==> src/rtl/ld_down_cntr.sv <==
// Loadable down counter with a one-shot or auto-reload terminal count.
// Q, tc and busy are all registered; an asynchronous reset clears every flop.
module ld_down_cntr #(
  parameter int N = 4
) (
  input  logic         clk,
  input  logic         reset,
  input  logic         load,
  input  logic [N-1:0] D,
  input  logic         en,
  input  logic         reload_mode,
  output logic [N-1:0] Q,
  output logic         tc,
  output logic         busy
);

  typedef enum logic {IDLE, RUN} state_t;

  localparam logic [N-1:0] ZERO = '0;
  localparam logic [N-1:0] ONE  = N'(1);

  state_t       state;
  logic [N-1:0] rld;

  always_ff @(posedge clk or posedge reset) begin
    if (reset) begin
      state <= IDLE;
      Q     <= '0;
      rld   <= '0;
      tc    <= 1'b0;
      busy  <= 1'b0;
    end else begin
      tc <= 1'b0;
      if (load) begin
        Q   <= D;
        rld <= D;
        if (D != ZERO) begin
          state <= RUN;
          busy  <= 1'b1;
        end else begin
          state <= IDLE;
          busy  <= 1'b0;
        end
      end else if (state == RUN && en) begin
        // Q==0 never occurs in RUN, so the decrement cannot wrap.
        if (Q > ONE) begin
          Q <= Q - ONE;
        end else if (Q == ONE) begin
          tc <= 1'b1;
          if (reload_mode) begin
            Q <= rld;
          end else begin
            Q     <= '0;
            state <= IDLE;
            busy  <= 1'b0;
          end
        end
      end
    end
  end

endmodule

==> config.mk <==
export PLATFORM = sky130hd
export DESIGN_NAME = ld_down_cntr
export DESIGN_NICKNAME = d
export VERILOG_FILES = /design/src/rtl/ld_down_cntr.sv
export SDC_FILE = /design/constraint.sdc
export NUM_CORES = 1
export LEC_CHECK = 0
export CAP_MARGIN = 30
export CORE_MARGIN = 2
export CORE_UTILIZATION = 41
export CTS_CLUSTER_SIZE = 25
export DETAILED_ROUTE_END_ITERATION = 6
export GPL_TIMING_DRIVEN = 0
export PLACE_DENSITY = 0.72
export SETUP_SLACK_MARGIN = 0.15
export SLEW_MARGIN = 20
export SYNTH_ARGS = -nofsm -noshare
export SYNTH_HDL_FRONTEND = slang
export SYNTH_SLANG_ARGS = --single-unit
==> constraint.sdc <==
create_clock -name clk -period 1.5 [get_ports clk]
set_input_delay 0.225 -clock clk [delete_from_list [all_inputs] [get_ports clk]]
set_output_delay 0.225 -clock clk [all_outputs]
set_load 0.01 [all_outputs]
==> flow_summary.toml, run 1 <==
[floorplanning]
row_count = 13
die_area_um2 = 1740
core_area_um2 = 1320
die_x_um = 41.7
pin_count = 15
die_h_um = 41.7
initial_utilization_pct = 44.3

[synth]
synth_compound_area_share_pct = 19.3
avgSynthCellArea_um2 = 9.56
synth_top_family_by_area = "simple AND/OR/NAND/NOR gates"
synth_top_flop_cell = "dfrtp_1"
synth-xor-area-share_pct = 0
async_flop_share_pct = 100
ys_seq_area_share_pct = 42.9
syn_area_um2 = 583
synth_nets = 72
ys_types = 27
yosysWarnings = 0
synth-adder-area-share_pct = 4.29
synthSimpleGateAreaFrac_pct = 20.6
synthMuxAreaShare_pct = 7.08
synth-seq-cells = 10
synth_edf_count = 0
synthCells = 61

[timing]
finalHoldViolCount = 0
timing.fmax_mhz = 644
min_period_ns = 1.55
tightest_slew_ns = 0.405
setup_tns_ns = -0.118
rsz0062_at_grt = "yes"
clock-skew-final_ns = 0.00102
whs_ns = 0.236
setup_viol = 3
postLayoutSetupSlackWorst_ns = -0.0518
drv_slew = 0
slew_headroom_pct = 73.0
period_share_pct = 103

[power]
p_leak_uw = 0.000424
power_uw = 944
irDropWorstVdd_mv = 0.563
power.density_nw_per_um2 = 1010

[global_route]
grt_use_total_pct = 22.7
busiest_layer = "met2"
first_global_vias = 629
grt_pass1_wl_mm = 2.99
grt_max_degree = 11
grt_overflow = 0
met2_usage_pct = 40.9
antenna_found_initial = 0
grt.met1_usage_pct = 27.0
met3_usage_pct = 7.39

[drt]
drc = 0
vias = 613
dr.first_iter.drc_count = 10
via_per_inst = 5.73
ant_nets = 0
routed_wl_mm = 1.73
drt_pass1_iterations = 4
avgRoutedWirePerCell_um = 16.1

[run_status]
violations = "negative setup slack"
run_status = "finished with violations"

[setup_path]
crit_path_end_kind = "flop"
crit_arrival_ns = 1.72
r2r_setup_slack_ns = -0.05
cp_max_fo = 4
critPathLaunchType = "flop"
required_ns = 1.67
crit_type = "reg -> reg"

[cells_and_area]
drive_above_1_share_pct = 38.0
final_common_cell = "buf_4"
antenna_cells = 0
area_growth_pct = 59.9
finalInstanceArea_um2 = 932
layout_common_cells = "buf_4 (11), clkdlybuf4s50_1 (8), dfrtp_1 (7)"
fillers = 106
nNetsFinal = 104

[job]
maxCapViolations = 0

[place]
dp_hpwl_mm = 1.03
gp_congestion = 0.706
preCtsSetupSlack_ns = -0.115
portBuffers = 14
place_area_um2 = 768

[clock_tree]
cts_tree = "yes"
path_clk_slew_ns = 0.07
clock_latency_ns = 0.27
numCtsBuffers = 3
cts.sinks = 10
cts-root-buf = "clkbuf_4"
cts_max_level = 1
clockBufferDepth = 2

[hold_path]
hold_class = "in -> async"
repair_timing:
| action | 4_1_cts | 5_1_grt |
|---|---|---|
| hold endpoints to repair | 0 | 0 |
| gates cloned | 0 | 0 |
| hold buffers | 0 | 0 |
| endpoints found under the setup margin | 12 | 9 |
| buffers inserted | 12 | 1 |
| pin swaps | 7 | 2 |
| gates resized for setup | 13 | 6 |
logic make-up (layout without fill, tap and decap cells):
logic type,Yosys count,in the layout
mux,4,4
buf+inv,9,40
compound gates,14,14
fa+ha+maj,2,2
simple gates,22,22
flops,10,10
layer usage:
| metal | wire [um] | part of all wire, % |
|---|---|---|
| met1 | 697 | 40 |
| met2 | 941 | 54 |
| met3 | 89 | 5.2 |
| met4 | 0 | 0 |
| met5 | 0 | 0 |
power breakdown:
part,internal [uW],total [uW],switching [uW]
Sequential,300,330,30.0
Combinational,196,369,173
Clock,148,246,98.5
Total,643,944,302
layout make-up:
cell class / count / area (um^2) / share of cell area [%]
Buffer: 1 / 5.00 / 0.537
Inverter: 8 / 30.0 / 3.22
Tap cell: 15 / 18.8 / 2.01
Clock buffer: 4 / 36.3 / 3.89
Multi-Input combinational cell: 42 / 354 / 38.0
Sequential cell: 10 / 254 / 27.2
Timing Repair Buffer: 27 / 234 / 25.1
stage by stage:
step	instances	util, %
after floorplan	61	-
after global placement	90	58.3
after detailed placement	90	58.3
after CTS	106	69.0
after global routing	107	70.8
final	107	70.8
sequential cells by signal (all words and copies together), names as in the netlist:
signal / count
state: 1
tc: 1
Q: 4
rld: 4
cells in the mapped netlist, types with 2 or more instances:
master | count | area, um^2
nor3_1 | 2 | 10.0
dfrtp_1 | 10 | 250
o21ai_0 | 4 | 20.0
nor2_1 | 4 | 15.0
nand4_1 | 3 | 18.8
mux2i_1 | 3 | 30.0
ha_1 | 2 | 25.0
inv_1 | 8 | 30.0
a21oi_1 | 3 | 15.0
nand2_1 | 5 | 18.8
critical path: stages (launching register included):
cell and delay, ns:
dfrtp_2 0.45, ha_4 0.19, inv_1 0.17, a31oi_4 0.14, buf_6 0.14, and3_1 0.16, o31ai_2 0.20
final timing paths:
check | start | endpoint | depth (start not counted)
setup / recovery | Q[0]$_DFFE_PP0P_ | Q[3]$_DFFE_PP0P_ | 6
hold / removal | reset | rld[0]$_DFFE_PP0P_ | 2
setup reg to reg | Q[0]$_DFFE_PP0P_ | Q[3]$_DFFE_PP0P_ | 6
hold reg to reg | rld[0]$_DFFE_PP0P_ | rld[0]$_DFFE_PP0P_ | 2
max in group asynchronous | reset | Q[2]$_DFFE_PP0P_ | 2
min in group clk | rld[0]$_DFFE_PP0P_ | rld[0]$_DFFE_PP0P_ | 2
(Power assumes the default switching activity.)
==> inputs of run 2 (changes only) <==
Settings changed: ABC_CLOCK_PERIOD_IN_PS set to 1500.
==> results of run 2 <==
Final layout, timing and power as in run 1 (identical DEF).
